<file path="config.mk">
export PLATFORM = sky130hd
export DESIGN_NAME = mem_port_arbiter
export DESIGN_NICKNAME = d
export VERILOG_FILES = /design/src/rtl/cpu_mem_pkg.sv /design/src/rtl/mem_arb_pick.sv /design/src/rtl/mem_port_arbiter.sv
export SDC_FILE = /design/constraint.sdc
export NUM_CORES = 1
export LEC_CHECK = 0
export ABC_AREA = 0
export BUFFER_PORTS_ARGS = -buffer_cell sky130_fd_sc_hd__buf_2
export CAP_MARGIN = 10
export CELL_PAD_IN_SITES_DETAIL_PLACEMENT = 1
export CELL_PAD_IN_SITES_GLOBAL_PLACEMENT = 2
export CORE_UTILIZATION = 29
export DETAILED_ROUTE_END_ITERATION = 6
export HOLD_SLACK_MARGIN = 0.02
export PLACE_DENSITY_LB_ADDON = 0.1
export SLEW_MARGIN = 10
export SYNTH_ARGS = -nofsm -noshare
export SYNTH_HDL_FRONTEND = slang
export SYNTH_SLANG_ARGS = --single-unit
</file>
<file path="constraint.sdc">
create_clock -name clk -period 1.85 [get_ports clk]
set_input_delay 0.37 -clock clk [delete_from_list [all_inputs] [get_ports clk]]
set_output_delay 0.37 -clock clk [all_outputs]
set_load 0.05 [all_outputs]
</file>
<file path="src/rtl/cpu_mem_pkg.sv">
// Shared types and constants for the fetch/data unified-memory port arbiter.
package cpu_mem_pkg;

  typedef enum logic [1:0] {IDLE, BUSY_IF, BUSY_DM, RESP} arb_state_t;

  localparam logic OWN_IF = 1'b0;
  localparam logic OWN_DM = 1'b1;

  localparam int unsigned STREAK_W = 4;

  // Saturating increment of the data-side streak counter.
  function automatic logic [STREAK_W-1:0] streakInc(input logic [STREAK_W-1:0] cur,
                                                     input logic [STREAK_W-1:0] maxVal);
    return (cur < maxVal) ? cur + STREAK_W'(1) : maxVal;
  endfunction

endpackage

</file>
<file path="src/rtl/mem_arb_pick.sv">
// Grant selection: data side wins unless fetch is waiting and the data streak is saturated.
module mem_arb_pick
  import cpu_mem_pkg::*;
#(
  parameter int unsigned MAX_DM_STREAK = 4
) (
  input  logic                if_req,
  input  logic                dm_req,
  input  logic [STREAK_W-1:0] streak,
  output logic                grant_if,
  output logic                grant_dm
);

  localparam logic [STREAK_W-1:0] STREAK_MAX = STREAK_W'(MAX_DM_STREAK);

  always_comb begin
    grant_dm = dm_req & (~if_req | (streak < STREAK_MAX));
    grant_if = if_req & ~grant_dm;
  end

endmodule

</file>
<file path="src/rtl/mem_port_arbiter.sv">
// Shares one single-ported unified memory between the fetch and data-memory pipeline stages.
// Each access runs IDLE -> BUSY_x -> RESP, so the requester sees a one-cycle ready pulse.
module mem_port_arbiter
  import cpu_mem_pkg::*;
#(
  parameter int unsigned ADDR_W        = 32,
  parameter int unsigned DATA_W        = 32,
  parameter int unsigned MAX_DM_STREAK = 4
) (
  input  logic              clk,
  input  logic              rst,
  input  logic              if_req,
  input  logic [ADDR_W-1:0] if_addr,
  output logic [DATA_W-1:0] if_rdata,
  output logic              if_ready,
  input  logic              dm_req,
  input  logic              dm_we,
  input  logic [ADDR_W-1:0] dm_addr,
  input  logic [DATA_W-1:0] dm_wdata,
  output logic [DATA_W-1:0] dm_rdata,
  output logic              dm_ready,
  output logic              mem_req,
  output logic              mem_we,
  output logic [ADDR_W-1:0] mem_addr,
  output logic [DATA_W-1:0] mem_wdata,
  input  logic [DATA_W-1:0] mem_rdata,
  input  logic              mem_ack,
  output logic              stall_if,
  output logic              stall_dm
);

  localparam logic [STREAK_W-1:0] STREAK_MAX = STREAK_W'(MAX_DM_STREAK);

  arb_state_t          stateQ, stateNext;
  logic [STREAK_W-1:0] streakQ, streakNext;
  logic                ownerQ, ownerNext;
  logic                grantIf, grantDm;

  logic                memReqNext, memWeNext;
  logic [ADDR_W-1:0]   memAddrNext;
  logic [DATA_W-1:0]   memWdataNext;
  logic [DATA_W-1:0]   ifRdataNext, dmRdataNext;
  logic                ifReadyNext, dmReadyNext;

  mem_arb_pick #(
    .MAX_DM_STREAK(MAX_DM_STREAK)
  ) uPick (
    .if_req  (if_req),
    .dm_req  (dm_req),
    .streak  (streakQ),
    .grant_if(grantIf),
    .grant_dm(grantDm)
  );

  // State register
  always_ff @(posedge clk or negedge rst) begin
    if (!rst) stateQ <= IDLE;
    else      stateQ <= stateNext;
  end

  // Next state and next values of every registered output
  always_comb begin
    stateNext    = stateQ;
    streakNext   = streakQ;
    ownerNext    = ownerQ;
    memReqNext   = mem_req;
    memWeNext    = mem_we;
    memAddrNext  = mem_addr;
    memWdataNext = mem_wdata;
    ifRdataNext  = if_rdata;
    dmRdataNext  = dm_rdata;
    ifReadyNext  = 1'b0;
    dmReadyNext  = 1'b0;

    case (stateQ)
      IDLE: begin
        if (grantDm) begin
          stateNext    = BUSY_DM;
          ownerNext    = OWN_DM;
          memReqNext   = 1'b1;
          memWeNext    = dm_we;
          memAddrNext  = dm_addr;
          memWdataNext = dm_wdata;
          // Only data grants that actually overtake a waiting fetch count toward the streak
          streakNext   = if_req ? streakInc(streakQ, STREAK_MAX) : '0;
        end else if (grantIf) begin
          stateNext    = BUSY_IF;
          ownerNext    = OWN_IF;
          memReqNext   = 1'b1;
          memWeNext    = 1'b0;
          memAddrNext  = if_addr;
          memWdataNext = '0;
          streakNext   = '0;
        end
      end
      BUSY_IF, BUSY_DM: begin
        if (mem_ack) begin
          stateNext  = RESP;
          memReqNext = 1'b0;
          if (ownerQ == OWN_DM) begin
            dmReadyNext = 1'b1;
            if (!mem_we) dmRdataNext = mem_rdata;
          end else begin
            ifReadyNext = 1'b1;
            ifRdataNext = mem_rdata;
          end
        end
      end
      RESP: stateNext = IDLE;
      default: stateNext = IDLE;
    endcase
  end

  // Datapath and output registers
  always_ff @(posedge clk or negedge rst) begin
    if (!rst) begin
      streakQ   <= '0;
      ownerQ    <= OWN_IF;
      mem_req   <= 1'b0;
      mem_we    <= 1'b0;
      mem_addr  <= '0;
      mem_wdata <= '0;
      if_rdata  <= '0;
      dm_rdata  <= '0;
      if_ready  <= 1'b0;
      dm_ready  <= 1'b0;
    end else begin
      streakQ   <= streakNext;
      ownerQ    <= ownerNext;
      mem_req   <= memReqNext;
      mem_we    <= memWeNext;
      mem_addr  <= memAddrNext;
      mem_wdata <= memWdataNext;
      if_rdata  <= ifRdataNext;
      dm_rdata  <= dmRdataNext;
      if_ready  <= ifReadyNext;
      dm_ready  <= dmReadyNext;
    end
  end

  assign stall_if = if_req & ~if_ready;
  assign stall_dm = dm_req & ~dm_ready;

endmodule
</file>
==> run_results.csv <==
group,metric,value,unit
critical_path,cp_max_fo,23,
routing,vias_per_cell,4.71,
yosys,synth.distinct_cells,29,
routing,ant_nets,0,
timing,period_share,0.942,
critical_path,startpoint_type,"register",
clocking,root_buffer,"clkbuf_16",
timing,skew,0.0106,ns
layout,area_delta_synth_final,41.3,%
routing,drcViolationCount,0,
timing,max_slew_margin,0.712,
clocking,clk_pin_slew,0.06,ns
critical_path,end_kind,"register",
placement,finalWeightedCongestion,0.738,
critical_path,worstPathRequired,2.15,ns
global_route,antenna_found_initial,0,
floorplan,core,19400,sq um
yosys,synth_xor_area_frac,0,
timing,tightest_slew,0.432,ns
critical_path,worstPathArrival,2.04,ns
routing,wl,18000,um
yosys,synth_top_cell_by_area,"dfrtp_1",
min_path,min_path_type,"input pin to register",
yosys,ys_async_sr_fraction,1.00,
routing,drt_iter0_markers,139,
global_route,grt_pass1_wl,27800,um
placement,port_buffers,267,
floorplan,pin_count,268,
global_route,gr-usage-all-layers,0.181,
yosys,syn_nets,573,
placement,post-dp-hpwl,12800,um
yosys,yosys-top-cells-count,"139 x dfrtp_1, 64 x nand2_1, 36 x mux2_2",
timing,finalWorstSetupSlack,0.107,ns
layout,fill_cells,2192,
yosys,synth_adder_area_share,0.00655,
floorplan,die_y,143,um
yosys,synth_top_area_share,0.607,
floorplan,rows,51,
clocking,cts_setup_buffers,0,
yosys,synth_compound_area_frac,0.108,
placement,dp_slack,0.0976,ns
global_route,grt_overflow,0,
yosys,synth.avg_cell_area,13.1,sq um
floorplan,start_util,0.295,
timing,final.setup.tns,0,ns
yosys,synth_top_family_by_area,"multiplexers",
routing,vias,4624,
yosys,synth-simple-area-share,0.0904,
layout,n_antenna_cell,0,
yosys,synthMuxAreaShare,0.151,
critical_path,crit_type,"register to register",
routing,wl_per_cell,18.3,um
yosys,ys_seq_area_frac,0.607,
routing,drtPass1Iterations,4,
yosys,synth-warning-count,0,
timing,whs,0.164,ns
yosys,synth-seq-cells,139,
global_route,grt_max_degree,51,
yosys,synth_edf_count,0,
yosys,syn_inst,436,
timing,max_freq,574,MHz
clocking,cts_tree,"done",
yosys,netlist_area,5730,sq um
clocking,cts_buffer_depth,2,
timing,hold_violations,0,
timing,rsz0062_at_grt,"false",
floorplan,die_w,143,um
global_route,grt_pass1_vias,4814,
timing,period_minus_slack,1.74,ns
layout,final_util,0.417,
layout,drive_gt1_frac,0.538,
clocking,cts_max_level,4,
job,drv_cap,0,
clocking,clk-insertion-delay-late,0.42,ns
clocking,clock-sinks,139,
timing,setup_viol,0,
timing,timing.final.max_slew_violations,0,
yosys,ys.flop_type,"dfrtp_1",
run_status,outcome,"completed",
clocking,cts_buffers,17,
floorplan,dieArea,20300,sq um
yosys,yosys-top-cells-area,"dfrtp_1 61%, mux2_4 7.9%, mux2_2 7.1%, a22o_1 5.2%, nand2_1 4.2%",
yosys,yosys.cell_count.top_type,"dfrtp_1",
layout,fin_nets,842,
==> critical path, stage by stage, from the launching register on <==
cell and delay, ns:
dfrtp_1 0.36, inv_1 0.10, ha_1 0.30, and3_1 0.19, nand2b_2 0.10, buf_12 0.22, mux2_2 0.35
==> routing by layer <==
| layer | global-route usage | routed length, um |
|---|---|---|
| met2 | 0.288 | 8630 |
| met3 | 0.0491 | 1120 |
| met5 | 0 | 0 |
| met1 | 0.234 | 7880 |
| met4 | 0.0685 | 314 |
==> logic make-up (layout without fill, tap and decap cells) <==
logic type,Yosys count,after routing
DFF,139,139
and+or+nand+nor,109,109
AOI/OAI and AO/OA,76,76
muxes,67,67
buffers and inverters,42,323
adders and majority gates,3,3
==> placed cells by master, fill, tap and decap left out, types with 2 or more instances in the layout <==
cell type and count:
and3_1 2, ha_1 3, nand4_1 32, inv_1 5
mux2_2 36, clkbuf_8 4, buf_12 8, o211ai_1 32
buf_4 11, nor2b_1 2, nand2_1 64, buf_2 266
and2_1 2, dfrtp_1 139, inv_6 2, clkbuf_16 17
nor2_1 3, bufinv_16 3, a22o_1 34, a31oi_1 2
clkinvlp_4 3, mux2_4 30
==> state kept, by name, summed over array words and instances (netlist names) <==
| register | cells |
|---|---|
| dm_rdata | 32 |
| if_rdata | 32 |
| if_ready | 1 |
| mem_addr | 32 |
| streakQ | 4 |
| mem_we | 1 |
| ownerQ | 1 |
| dm_ready | 1 |
| stateQ | 2 |
| mem_req | 1 |
| mem_wdata | 32 |
==> through the flow <==
stage	instance area, sq um	instances
6_report	8100	982
2_1_floorplan	5730	436
3_3_place_gp	7470	950
4_1_cts	8100	982
3_5_place_dp	7470	950
5_1_grt	8100	982
==> layout make-up <==
class                   count  area [sq um]  area share
inverters                   5          18.8     0.00232
multi-input cells         255          2050       0.254
well taps                 265           332      0.0410
repair buffers            287          1600       0.197
flip-flops and latches    139          3480       0.430
clock buffers              22           484      0.0598
clock inverters             9           135      0.0167
==> worst paths after layout <==
path / from / end / slack [ns] / depth (start not counted)
worst min-delay path: dm_we / mem_we / 0.16 / 2
worst min register to register: mem_addr[19] / mem_addr[19] / 0.49 / 2
worst max-delay path: stateQ[1] / dm_rdata[1] / 0.11 / 6
max in group asynchronous: rst / dm_rdata[28] / 0.76 / 3
worst max register to register: stateQ[1] / dm_rdata[1] / 0.11 / 6
min in group asynchronous: rst / if_rdata[15] / 0.44 / 2
==> timing repair <==
item	CTS	global route
endpoints found under the setup margin	0	0
hold buffers	1	0
hold endpoints to repair	36	0
gates resized for setup	0	0
Power is left out: the tool's default activity adds up to more than one toggle a clock period on the data nets, which glitch-free logic cannot reach.
